$ cat config.mk
export PLATFORM = sky130hd
export DESIGN_NAME = dbg_apb_master
export DESIGN_NICKNAME = d
export VERILOG_FILES = /design/src/rtl/dbg_apb_master.sv
export SDC_FILE = /design/constraint.sdc
export NUM_CORES = 1
export LEC_CHECK = 0
export CAP_MARGIN = 10
export CORE_MARGIN = 4
export CORE_UTILIZATION = 38
export DETAILED_ROUTE_END_ITERATION = 7
export GPL_TIMING_DRIVEN = 0
export PLACE_DENSITY = 0.83
export SETUP_SLACK_MARGIN = 0.5
export SYNTH_ARGS = -nofsm -noshare
export SYNTH_HDL_FRONTEND = slang
export SYNTH_SLANG_ARGS = --single-unit
export TNS_END_PERCENT = 30
$ cat constraint.sdc
create_clock -name clk -period 1.7 [get_ports clk]
set_input_delay 0.34 -clock clk [delete_from_list [all_inputs] [get_ports clk]]
set_output_delay 0.34 -clock clk [all_outputs]
set_load 0.01 [all_outputs]
$ cat src/rtl/dbg_apb_master.sv
// dbg_apb_master: turns a debug command stream into single APB transfers and returns responses.
// Optional ACCESS-phase timeout abort is enabled by defining DBG_APB_TIMEOUT_EN.
module dbg_apb_master #(
    parameter int unsigned ADDR_WIDTH     = 5,
    parameter int unsigned WDATA_WIDTH    = 32,
    parameter int unsigned RDATA_WIDTH    = 32,
    parameter int unsigned TIMEOUT_CYCLES = 256
) (
    input  logic                   clk,
    input  logic                   rst_n,
    input  logic                   cmd_valid,
    output logic                   cmd_ready,
    input  logic                   cmd_wr_rd,
    input  logic [ADDR_WIDTH-1:0]  cmd_addr,
    input  logic [WDATA_WIDTH-1:0] cmd_wdata,
    output logic                   rsp_valid,
    input  logic                   rsp_ready,
    output logic                   rsp_wr_rd,
    output logic [RDATA_WIDTH-1:0] rsp_rdata,
    output logic                   rsp_err,
    output logic [ADDR_WIDTH-1:0]  apb_addr,
    output logic                   apb_sel,
    output logic                   apb_enable,
    output logic                   apb_wr_rd,
    output logic [WDATA_WIDTH-1:0] apb_wdata,
    input  logic                   apb_ready,
    input  logic [RDATA_WIDTH-1:0] apb_rdata
);

    typedef enum logic [1:0] {IDLE, SETUP, ACCESS, RESP} state_t;

    state_t                 r_state;
    logic                   r_cmd_ready;
    logic                   r_rsp_valid;
    logic                   r_rsp_wr_rd;
    logic [RDATA_WIDTH-1:0] r_rsp_rdata;
    logic                   r_rsp_err;
    logic [ADDR_WIDTH-1:0]  r_apb_addr;
    logic                   r_apb_sel;
    logic                   r_apb_enable;
    logic                   r_apb_wr_rd;
    logic [WDATA_WIDTH-1:0] r_apb_wdata;

`ifdef DBG_APB_TIMEOUT_EN
    localparam int unsigned CNT_W = $clog2(TIMEOUT_CYCLES);
    logic [CNT_W-1:0] r_to_cnt;
    logic             w_to_hit;
    assign w_to_hit = (r_to_cnt == CNT_W'(TIMEOUT_CYCLES - 1));
`endif

    assign cmd_ready  = r_cmd_ready;
    assign rsp_valid  = r_rsp_valid;
    assign rsp_wr_rd  = r_rsp_wr_rd;
    assign rsp_rdata  = r_rsp_rdata;
    assign rsp_err    = r_rsp_err;
    assign apb_addr   = r_apb_addr;
    assign apb_sel    = r_apb_sel;
    assign apb_enable = r_apb_enable;
    assign apb_wr_rd  = r_apb_wr_rd;
    assign apb_wdata  = r_apb_wdata;

    always_ff @(posedge clk or negedge rst_n) begin
        if (!rst_n) begin
            r_state      <= IDLE;
            r_cmd_ready  <= 1'b0;
            r_rsp_valid  <= 1'b0;
            r_rsp_wr_rd  <= 1'b0;
            r_rsp_rdata  <= '0;
            r_rsp_err    <= 1'b0;
            r_apb_addr   <= '0;
            r_apb_sel    <= 1'b0;
            r_apb_enable <= 1'b0;
            r_apb_wr_rd  <= 1'b0;
            r_apb_wdata  <= '0;
`ifdef DBG_APB_TIMEOUT_EN
            r_to_cnt     <= '0;
`endif
        end else begin
            case (r_state)
                IDLE: begin
                    // cmd_ready is a register, so it rises one cycle after reset release
                    if (r_cmd_ready && cmd_valid) begin
                        r_cmd_ready <= 1'b0;
                        r_apb_addr  <= cmd_addr;
                        r_apb_wr_rd <= cmd_wr_rd;
                        r_apb_wdata <= cmd_wdata;
                        r_apb_sel   <= 1'b1;
                        r_state     <= SETUP;
                    end else begin
                        r_cmd_ready <= 1'b1;
                    end
                end
                SETUP: begin
                    r_apb_enable <= 1'b1;
                    r_state      <= ACCESS;
`ifdef DBG_APB_TIMEOUT_EN
                    r_to_cnt     <= '0;
`endif
                end
                ACCESS: begin
                    if (apb_ready) begin
                        r_apb_sel    <= 1'b0;
                        r_apb_enable <= 1'b0;
                        r_apb_wdata  <= '0;
                        r_rsp_valid  <= 1'b1;
                        r_rsp_wr_rd  <= r_apb_wr_rd;
                        r_rsp_rdata  <= r_apb_wr_rd ? '0 : apb_rdata;
                        r_rsp_err    <= 1'b0;
                        r_state      <= RESP;
`ifdef DBG_APB_TIMEOUT_EN
                    end else if (w_to_hit) begin
                        r_apb_sel    <= 1'b0;
                        r_apb_enable <= 1'b0;
                        r_apb_wdata  <= '0;
                        r_rsp_valid  <= 1'b1;
                        r_rsp_wr_rd  <= r_apb_wr_rd;
                        r_rsp_rdata  <= '0;
                        r_rsp_err    <= 1'b1;
                        r_state      <= RESP;
                    end else begin
                        r_to_cnt <= r_to_cnt + 1'b1;
`endif
                    end
                end
                RESP: begin
                    if (rsp_ready) begin
                        r_rsp_valid <= 1'b0;
                        r_cmd_ready <= 1'b1;
                        r_state     <= IDLE;
                    end
                end
                default: r_state <= IDLE;
            endcase
        end
    end

    always_ff @(posedge clk) begin
        assert (TIMEOUT_CYCLES >= 2)
            else $error("dbg_apb_master: TIMEOUT_CYCLES below 2");
        if (rst_n && cmd_valid) begin
            assert (!$isunknown(cmd_addr))
                else $error("dbg_apb_master: X on cmd_addr while cmd_valid high");
        end
    end

endmodule

# == Word-level counts from Yosys, hierarchy flattened ==
# Index checks and enable logic that the tools add are counted.
# word_totals
register_bits,77
inputBits,75
wordCells,47
# op_classes
n_eq_ne,6
mux,18
n_reduce_logical,13
# ops
cell,count
$mux W32,3
$pmux W32 S2,1
$reduce_and A3 Y1,3
$pmux W1 S2,4
$pmux W2 S4,1
$reduce_and A2 Y1,4
$reduce_bool A2 Y1,4
$mux W1,6
$mux W2,3
$ne A2 B2 Y1 const B,3
$eq A2 B2 Y1 const B,2
$eq A2 B1 Y1 const B,1
$logic_not A2 Y1,1
$logic_and A1 B1 Y1,1

# == Depth between registers and ports, before layout ==
# Gate-level depths: netlist of run 1.
# logic_depth
ltp_word,3
mapped_depth,7
ltp_nobuf,5

# == Worst setup path before layout of run 1 ==
# Ideal clock, no wire load.
# synth_timing
path_kind,reg2reg
from,register r_state[0]
to,"register r_apb_wdata[10], in the netlist apb_wdata[10]"
setup_time_ns,0.125
arrival_ns,1.698
required_ns,1.575
path_slack_ns,-0.123
stages_incl_launch_ff,7
n_path_buf,1
synth_period_minus_slack_ns,1.823
cell_sequence,dfrtp_1 > inv_1 > ha_1 > a21boi_2 > nor3_4 > buf_6 > mux2_2
# synth_between
elab_chain_cells,3
# synth_rtl
item,line_no,source
from (decl),32,state_t r_state;
from (signal assigned),64,r_state <= IDLE;
from (signal assigned),88,r_state <= SETUP;
from (signal assigned),95,r_state <= ACCESS;
$eq A2 B2 Y1 or $logic_not A2 Y1 (tied branches),79,case (r_state)
$ne A2 B2 Y1 (no source line) or $reduce_bool A2 Y1 (tied branches),n/a,
$reduce_and A3 Y1 (no source line),n/a,
to (signal assigned),86,r_apb_wdata <= cmd_wdata;
to (decl),42,logic [WDATA_WIDTH-1:0] r_apb_wdata;
# Several ways; a longest one is shown, not always the timed one.
# A chain may end at the register's enable or synchronous reset.

# == Worst setup path after layout of run 1 ==
# layout_timing
from,input apb_ready
to,"register r_apb_wdata[16], in the netlist apb_wdata[16]"
# layout_between
elab_chain_cells,2
# layout_rtl
item,line_no,source
from (decl),26,"input logic apb_ready,"
$ne A2 B2 Y1 (no source line),n/a,
$reduce_and A3 Y1 (no source line),n/a,
# No other way between the ends.

==> results of run 1 <==
-- per-stage QoR --
stage,total power [mW],setup TNS [ns],instances
2_1_floorplan,5.869,0,293
3_3_place_gp,8.177,-205.34,550
3_5_place_dp,8.370,-22.71,551
4_1_cts,10.40,-0.2986,584
5_1_grt,12.30,-3.151,590
6_report,11.55,-1.885,590
-- metal layers --
| metal | vias up | global-route usage, % |
|---|---|---|
| li1 | 1327 | - |
| met1 | 1382 | 22.82 |
| met2 | 81 | 29.49 |
| met3 | 13 | 4.642 |
| met4 | 0 | 5.954 |
| met5 | - | 0 |
-- flip-flops by register name, summed over array words and instances, names as in the netlist --
name        cells
apb_sel         1
apb_addr        5
rsp_valid       1
rsp_wr_rd       1
r_state         2
apb_enable      1
rsp_rdata      32
apb_wdata      32
apb_wr_rd       1
cmd_ready       1
-- power groups by stage --
stage / clock (mW) / sequential (mW) / combinational (mW)
6_report: 1.71 / 3.36 / 6.48
5_1_grt: 1.86 / 3.48 / 6.96
4_1_cts: 1.75 / 3.20 / 5.45
3_5_place_dp: 0 / 3.25 / 5.12
3_3_place_gp: 0 / 3.20 / 4.98
2_1_floorplan: 0 / 3.59 / 2.28
-- cells by family after synthesis --
| family | count (synthesis) |
|---|---|
| compound gates | 40 |
| fa+ha+maj | 7 |
| mux | 43 |
| buf+inv | 21 |
| flops | 77 |
| other cells | 1 |
| simple gates | 104 |
-- cell usage in the layout, fill, tap and decap left out, drive strengths merged, types with 3 or more instances in the layout --
cell type	synthesis	layout
buf	7	109
dfrtp	77	77
clkdlybuf4s50	0	73
mux2	40	40
o21ai	35	35
nand2	34	34
nor2b	33	33
nand2b	32	32
clkbuf	10	18
ha	7	7
inv	4	5
bufinv	0	3
nor2	3	3
mux2i	3	3
-- path summary, 6_finish.rpt --
| check | end | slack (ns) |
|---|---|---|
| min | apb_wdata[25] | 0.47 |
| max | apb_wdata[16] | -0.09 |
| max reg2reg | apb_wdata[16] | -0.08 |
| min reg2reg | rsp_rdata[16] | 0.50 |
| max in group asynchronous | apb_wr_rd | 0.69 |
| min in group clk | rsp_rdata[16] | 0.50 |
-- area by class of cell --
type / instances / area [µm²]
clock inverter: 5 / 106.4
timing repair buffer: 173 / 1550
buffer: 17 / 209.0
sequential: 77 / 1931
inverter: 4 / 15.01
clock buffer: 11 / 141.4
multi-input combinational: 195 / 1763
fill: 685 / 2828
tap: 108 / 135.1
-- timing repair --
action,4_1_cts,5_1_grt
pin swaps,3,35
hold buffers,1,0
setup endpoints to repair,152,166
gates resized for setup,373,133
setup buffers,13,5
endpoints found under the hold margin,37,0
gates cloned,3,1
==> implementation parameters, run 1 <==
Parameter                              Value

Setup path
  Cell family with the largest share of critical-path delay ... buffers and inverters
  Chain of cells forming the critical path ... clkdlybuf4s50_1 > nor2b_4 > nor3_4 > buf_6 > buf_8 > mux2_2
  Critical path required time ... 1.92 ns
  Combined buffer and inverter count along the critical path ... 3
  Stages on worst setup path ... 6
  Startpoint of the lowest-slack register-to-register path ... r_state[1]
  Cell type of the slowest stage on the worst timing path ... sky130_fd_sc_hd__clkdlybuf4s50_1
  Worst setup path startpoint ... apb_ready
  Worst setup EP type ... flip-flop
  Crit path arrival time ... 2.01 ns
  FF-to-FF path depth ... 7
  Type of the worst setup path ... input pin to flip-flop
  Kind of start point of the critical path ... input pin
  Worst stage delay on the critical path ... 0.74 ns
  Maximum fanout encountered on the critical timing path ... 10

Synthesis
  Count of mapped cells out of synthesis ... 293
  Netlist area before placement ... 3386 µm²
  Most numerous cell in the Yosys netlist ... sky130_fd_sc_hd__dfrtp_1
  Syn nets ... 375
  Count of warnings emitted by yosys ... 0
  Post-synth top flop ... sky130_fd_sc_hd__dfrtp_1
  Number of distinct library cells after synthesis ... 24
  Post-synthesis register bit count ... 77
  Post-Synth Adder-Cell Area ... 2.587%
  Compound-cell area share of the yosys netlist ... 6.319%
  Largest family of logic cells by synthesized area ... simple AND/OR/NAND/NOR gates
  Cell types occupying the most area after synthesis ... sky130_fd_sc_hd__dfrtp_1 57%, sky130_fd_sc_hd__mux2_2 13%, sky130_fd_sc_hd__nor2b_1 6.1%, sky130_fd_sc_hd__nand2b_1 5.9%, sky130_fd_sc_hd__o21ai_0 5.2%
  Library cell occupying the most area in the post-synthesis netlist ... sky130_fd_sc_hd__dfrtp_1
  Fraction of post-synthesis cell area in the top cell type by area ... 56.91%
  Post-synthesis mux area share ... 14.19%
  Share of the synthesized netlist area taken by xor and xnor gates ... 0%
  Asr flop ratio synth ... 100.0%
  Count of flip-flops with a built-in enable after synthesis ... 0
  Mean instance size in the synthesized netlist ... 11.56 µm²
  Basic-gate share of the synthesized area counting and, or, nand and nor cells ... 16.74%
  Sequential area share after synthesis ... 56.91%
  Most numerous cell types in the synthesized netlist ... 77 x sky130_fd_sc_hd__dfrtp_1, 38 x sky130_fd_sc_hd__mux2_2, 35 x sky130_fd_sc_hd__o21ai_0

Cells and area
  Count of nets after finishing ... 559
  Final core occ ... 67.42%
  Design area ... 5851 µm²
  Antenna fix cells ... 0
  Layout cell share with drive strength beyond 1 ... 48.34%
  Area growth syn-to-layout ... 72.80%

Clocking
  CTS buffer count ... 9
  TritonCTS clock tree ... built
  Clock Latency Late Sink ... 0.34 ns
  Clock transition time at the flip-flop clock pins of the worst setup and hold paths ... 0.08 ns
  Total number of H-tree levels ... 3
  Number of sinks handled by clock tree synthesis ... 77
  Number of buffers between clock root and the deepest sink ... 2
  Root Buffer ... sky130_fd_sc_hd__clkbuf_8

Power and ir drop
  Power density over the cells ... 1975 nW/µm²
  Leakage power of the design ... 2.713 nW
  Combinational share of power ... 56.1%
  Portion of total power attributed to the clock network ... 14.8%
  Power spent charging and discharging nets ... 4.072 mW
  Sequential power share ... 29.1%
  Peak supply drop ... 893.5 µV
  Cell Int Power ... 7.481 mW
  Switching part of the total ... 35.25%

Routing
  Wire length after detailed routing ... 9771 µm
  Violation count after the first detailed-routing iteration ... 52
  Routed via count ... 2803
  Average vias per placed instance ... 4.751
  DR pass1 iterations ... 4
  Routed length on met3 ... 553 µm
  Met2 routed wirelength ... 5012 µm
  Highest metal layer with signal wires ... met4
  Routed wire length per instance ... 16.56 µm
  DRC ... 0
  Count of antenna-violating nets left after detailed routing ... 0
  Post-Route M1 WL ... 4039 µm

Global route
  Initial antenna violation count ... 0
  Pin count of the biggest net entering global routing ... 41
  Via count of the first global-routing pass ... 2899
  Gr usage total ... 17.83%
  First-pass GRT wire length ... 14460 µm
  Overflow after GRT ... 0

Floorplan
  Die width ... 102.4 µm
  Top Ports ... 151
  Area of the core ... 8678 µm²
  Die height ... 102.4 µm
  Total die area ... 10480 µm²
  Initial Utilization ... 39.01%
  Std cell rows ... 34

Run status
  Failing checks ... setup timing
  Result of the run ... finished with violations

Placed design
  Setup slack after placement ... -0.3938 ns
  Placement Cell Area ... 5064 µm²
  Final RePlAce weighted congestion ... 0.7585
  Number of input and output port buffers inserted ... 149
  Dpl hpwl ... 6646 µm

STA
  Final period demand of the worst path ... 1.794 ns
  Number of slew-limit violations in the final report ... 0
  # setup viols final ... 32
  Maximum operating frequency ... 557.5 MHz
  Worst-case clock skew ... 0.009441 ns
  Fin. Hold Viols ... 0
  Setup repair after global routing missed its margin ... yes
  Final-layout worst hold slack ... 0.4709 ns
  Worst setup margin ... -0.09378 ns
  Final Cycle Share ... 105.5%

Hold path
  Class of the tightest hold or removal check ... input pin to async pin

Run
  Maximum Capacitance Violations ... 0
Power figures use the tool's default switching activity.
==> run 2: changes to the inputs <==
- ABC_AREA: default -> 1
- PLACE_DENSITY: 0.83 -> 0.82
==> run 2 against run 1 <==
- clock skew grew 0.0017 ns
- combinational power shrank 21%
- via count up 21%
- sequential share of layout area increased by 2.5 points
- die area increased by 2.8%
- global-route usage is 0.89 points higher
- wire length up 2.5%
- cell area down 7.1%
- the run now ends clean
- synthesized cell count grew 46%
- clock power shrank 12%
- maximum frequency up 30%
==> implementation parameters, run 2 <==
Parameter                              Value

Run status
  Result of the run ... finished clean

Setup path
  Crit path arrival time ... 1.66 ns (-0.35 ns)
  Maximum fanout encountered on the critical timing path ... 8 (-2)
  Combined buffer and inverter count along the critical path ... 2 (-1)
  Type of the worst setup path ... flip-flop to flip-flop
  Kind of start point of the critical path ... flip-flop
  Startpoint of the lowest-slack register-to-register path ... r_state[0]
  Critical path required time ... 1.98 ns (+0.06 ns)
  Chain of cells forming the critical path ... inv_4 > ha_4 > nand2_4 > nor2_4 > buf_2 > nand2_1 > nand2_1
  Cell type of the slowest stage on the worst timing path ... sky130_fd_sc_hd__dfrtp_2
  Worst setup EP type ... flip-flop
  Worst setup path startpoint ... r_state[0]
  Cell family with the largest share of critical-path delay ... flip-flops
  Most Frequent Cell on Critical Path ... sky130_fd_sc_hd__nand2_1
  Worst stage delay on the critical path ... 0.43 ns (-0.31 ns)

STA
  Fin. Hold Viols ... 0 (unchanged)
  # setup viols final ... 0 (-100%)
  Worst-case clock skew ... 0.01119 ns (+0.001747 ns)
  Max transition margin ... 65.19%
  Setup repair after global routing missed its margin ... yes
  Number of slew-limit violations in the final report ... 0 (unchanged)
  Final period demand of the worst path ... 1.381 ns (-0.4124 ns)
  Final Cycle Share ... 81.26% (-24 points)
  Worst Tran Pin Value ... 0.5222 ns
  Final-layout worst hold slack ... 0.4771 ns (+0.006184 ns)
  Maximum operating frequency ... 723.9 MHz (+30%)

Synthesis
  Syn nets ... 511 (+36%)
  Mean instance size in the synthesized netlist ... 8.134 µm² (-30%)
  Count of flip-flops with a built-in enable after synthesis ... 0 (unchanged)
  Cell types occupying the most area after synthesis ... sky130_fd_sc_hd__dfrtp_1 55%, sky130_fd_sc_hd__nand2_1 21%, sky130_fd_sc_hd__nand4_1 6.1%, sky130_fd_sc_hd__inv_1 4.5%, sky130_fd_sc_hd__nor2_1 3.4%
  Library cell occupying the most area in the post-synthesis netlist ... sky130_fd_sc_hd__dfrtp_1
  Most numerous cell types in the synthesized netlist ... 198 x sky130_fd_sc_hd__nand2_1, 77 x sky130_fd_sc_hd__dfrtp_1, 42 x sky130_fd_sc_hd__inv_1
  Netlist area before placement ... 3490 µm² (+3.1%)
  Count of warnings emitted by yosys ... 0 (unchanged)
  Asr flop ratio synth ... 100.0% (unchanged)
  Count of mapped cells out of synthesis ... 429 (+46%)
  Most numerous cell in the Yosys netlist ... sky130_fd_sc_hd__nand2_1
  Post-synthesis register bit count ... 77 (unchanged)
  Sequential area share after synthesis ... 55.22% (-1.7 points)
  Post-synth top flop ... sky130_fd_sc_hd__dfrtp_1
  Number of distinct library cells after synthesis ... 20 (-17%)
  Fraction of post-synthesis cell area in the top cell type by area ... 55.22% (-1.7 points)

Clocking
  Root Buffer ... sky130_fd_sc_hd__clkbuf_8
  Number of buffers between clock root and the deepest sink ... 2 (unchanged)
  Total number of H-tree levels ... 3 (unchanged)
  Number of sinks handled by clock tree synthesis ... 77 (unchanged)
  CTS buffer count ... 9 (unchanged)
  Clock transition time at the flip-flop clock pins of the worst setup and hold paths ... 0.08 ns (about the same)
  TritonCTS clock tree ... built
  Clock Latency Late Sink ... 0.33 ns (about the same)

Power and ir drop
  Switching part of the total ... 39.90% (+4.7 points)
  Sequential power share ... 32.3% (+3.2 points)
  Leakage power of the design ... 3.073 nW (+13%)
  Portion of total power attributed to the clock network ... 15.3% (+0.5 points)
  Power density over the cells ... 1809 nW/µm² (-8.4%)
  Power spent charging and discharging nets ... 3.924 mW (-3.6%)
  Peak supply drop ... 936.2 µV (+4.8%)
  Cell Int Power ... 5.910 mW (-21%)
  Combinational share of power ... 52.4% (-3.7 points)
  Power after layout ... 9.834 mW (-15%)

Cells and area
  Final core occ ... 61.45% (-6.0 points)
  Most common cell after layout, fill and taps aside ... sky130_fd_sc_hd__nand2_1
  Count of nets after finishing ... 696 (+25%)
  Number of fill cells in the layout ... 802 (+17%)
  Antenna fix cells ... 0 (unchanged)
  Layout cell share with drive strength beyond 1 ... 20.06% (-28 points)
  Area growth syn-to-layout ... 55.83%
  Design area ... 5438 µm² (-7.1%)
  Commonest non-fill, non-tap cells in the layout ... 197 x sky130_fd_sc_hd__nand2_1, 75 x sky130_fd_sc_hd__dfrtp_1, 73 x sky130_fd_sc_hd__clkdlybuf4s50_1
  Multi-input combinational cell area ... 1318 µm² (-25%)
  Number of standard cells in the layout, taps in and fillers out ... 726 (+23%)
  Register area ... 1929 µm² (about the same)

Placed design
  Number of input and output port buffers inserted ... 149 (unchanged)
  Placement Cell Area ... 5218 µm² (+3.0%)
  Dpl hpwl ... 7424 µm (+12%)
  Instance count after placement with tap cells included ... 687 (+25%)
  Final RePlAce weighted congestion ... 0.7887 (+4.0%)

Routing
  Count of antenna-violating nets left after detailed routing ... 0 (unchanged)
  DRC ... 0 (unchanged)
  DR pass1 iterations ... 4 (unchanged)
  Violation count after the first detailed-routing iteration ... 127 (+140%)
  Average vias per placed instance ... 4.690 (-1.3%)
  Wire length after detailed routing ... 10010 µm (+2.5%)
  Routed via count ... 3405 (+21%)
  Routed wire length per instance ... 13.79 µm (-17%)

Hold path
  Class of the tightest hold or removal check ... flip-flop to flip-flop
  Hold Startpoint ... rsp_rdata[22]

Global route
  Initial antenna violation count ... 0 (unchanged)
  First-pass GRT wire length ... 16730 µm (+16%)
  Gr usage total ... 18.72% (+0.89 points)
  Via count of the first global-routing pass ... 3452 (+19%)
  Overflow after GRT ... 0 (unchanged)
  Pin count of the biggest net entering global routing ... 40 (-2.4%)

Floorplan
  Std cell rows ... 34 (unchanged)
  Die height ... 103.8 µm (+1.4%)
  Area of the core ... 8848 µm² (+2.0%)
  Die width ... 103.8 µm (+1.4%)
  Top Ports ... 151 (unchanged)
  Total die area ... 10780 µm² (+2.8%)
  Initial Utilization ... 39.44% (+0.42 points)

Run
  Maximum Capacitance Violations ... 0 (unchanged)
## run 2: layout make-up
type	count	area share, %
Tap cell	108	2.485
Buffer	23	3.613
Multi-Input combinational cell	286	24.23
Clock buffer	11	2.600
Sequential cell	77	35.48
Timing Repair Buffer	174	27.15
Inverter	43	3.106
Clock inverter	4	1.335
## run 2: per-layer routing
metal	wire (µm)	part of all wire [%]	global-route usage [%]
met1	4349	43	23.26
met4	199	2.0	6.553
met3	505	5.0	4.291
met5	0	0	0
met2	4956	50	31.99
## run 2: power by group through the flow
stage / combinational [mW] / clock, mW / sequential (mW)
2_1_floorplan: 2.42 / 0 / 3.58
3_3_place_gp: 5.15 / 0 / 3.21
3_5_place_dp: 5.31 / 0 / 3.24
4_1_cts: 5.02 / 1.55 / 3.19
5_1_grt: 5.72 / 1.63 / 3.29
6_report: 5.15 / 1.51 / 3.18
## run 2: worst paths after layout
check                      slack, ns  cells past startpoint            end
setup / recovery                0.32                      7  rsp_rdata[13]
hold / removal                  0.48                      2  rsp_rdata[22]
setup reg to reg                0.32                      7  rsp_rdata[13]
hold reg to reg                 0.48                      2  rsp_rdata[22]
max in group asynchronous       0.59                      3    apb_addr[1]
min in group asynchronous       0.52                      2   apb_wdata[8]
## run 2: worst min-delay path, cell delays in order, from the launching register on
cell,delay (ns)
sky130_fd_sc_hd__dfrtp_1,0.34
sky130_fd_sc_hd__nand2_1,0.05
sky130_fd_sc_hd__nand2_1,0.05
## run 2: cells by family (layout without fill, tap and decap cells)
kind of cell / count (synthesis) / count (layout) / share of synthesized area (%)
other: 1 / 1 / 0.1075
DFF: 77 / 77 / 55.22
buffers and inverters: 66 / 255 / 8.533
adders and majority gates: 7 / 7 / 2.510
AOI/OAI and AO/OA: 4 / 4 / 0.5737
and+or+nand+nor: 274 / 274 / 33.06
## run 2: repair_timing
item,in CTS,in global routing
setup endpoints to repair,152,190
resized for setup,221,12
hold buffers,1,0
setup buffers,13,8
endpoints found under the hold margin,38,0
cloned,0,2
pin swaps,2,2
## run 2: metrics by stage
| step | TNS (ns) | worst slack [ns] |
|---|---|---|
| after global placement | -180.03 | -2.610 |
| after detailed placement | -0.05177 | -0.04279 |
| after CTS | 0 | 0.3091 |
| after global routing | 0 | 0.2306 |
| after floorplan | 0 | 0.4306 |
| final | 0 | 0.3187 |
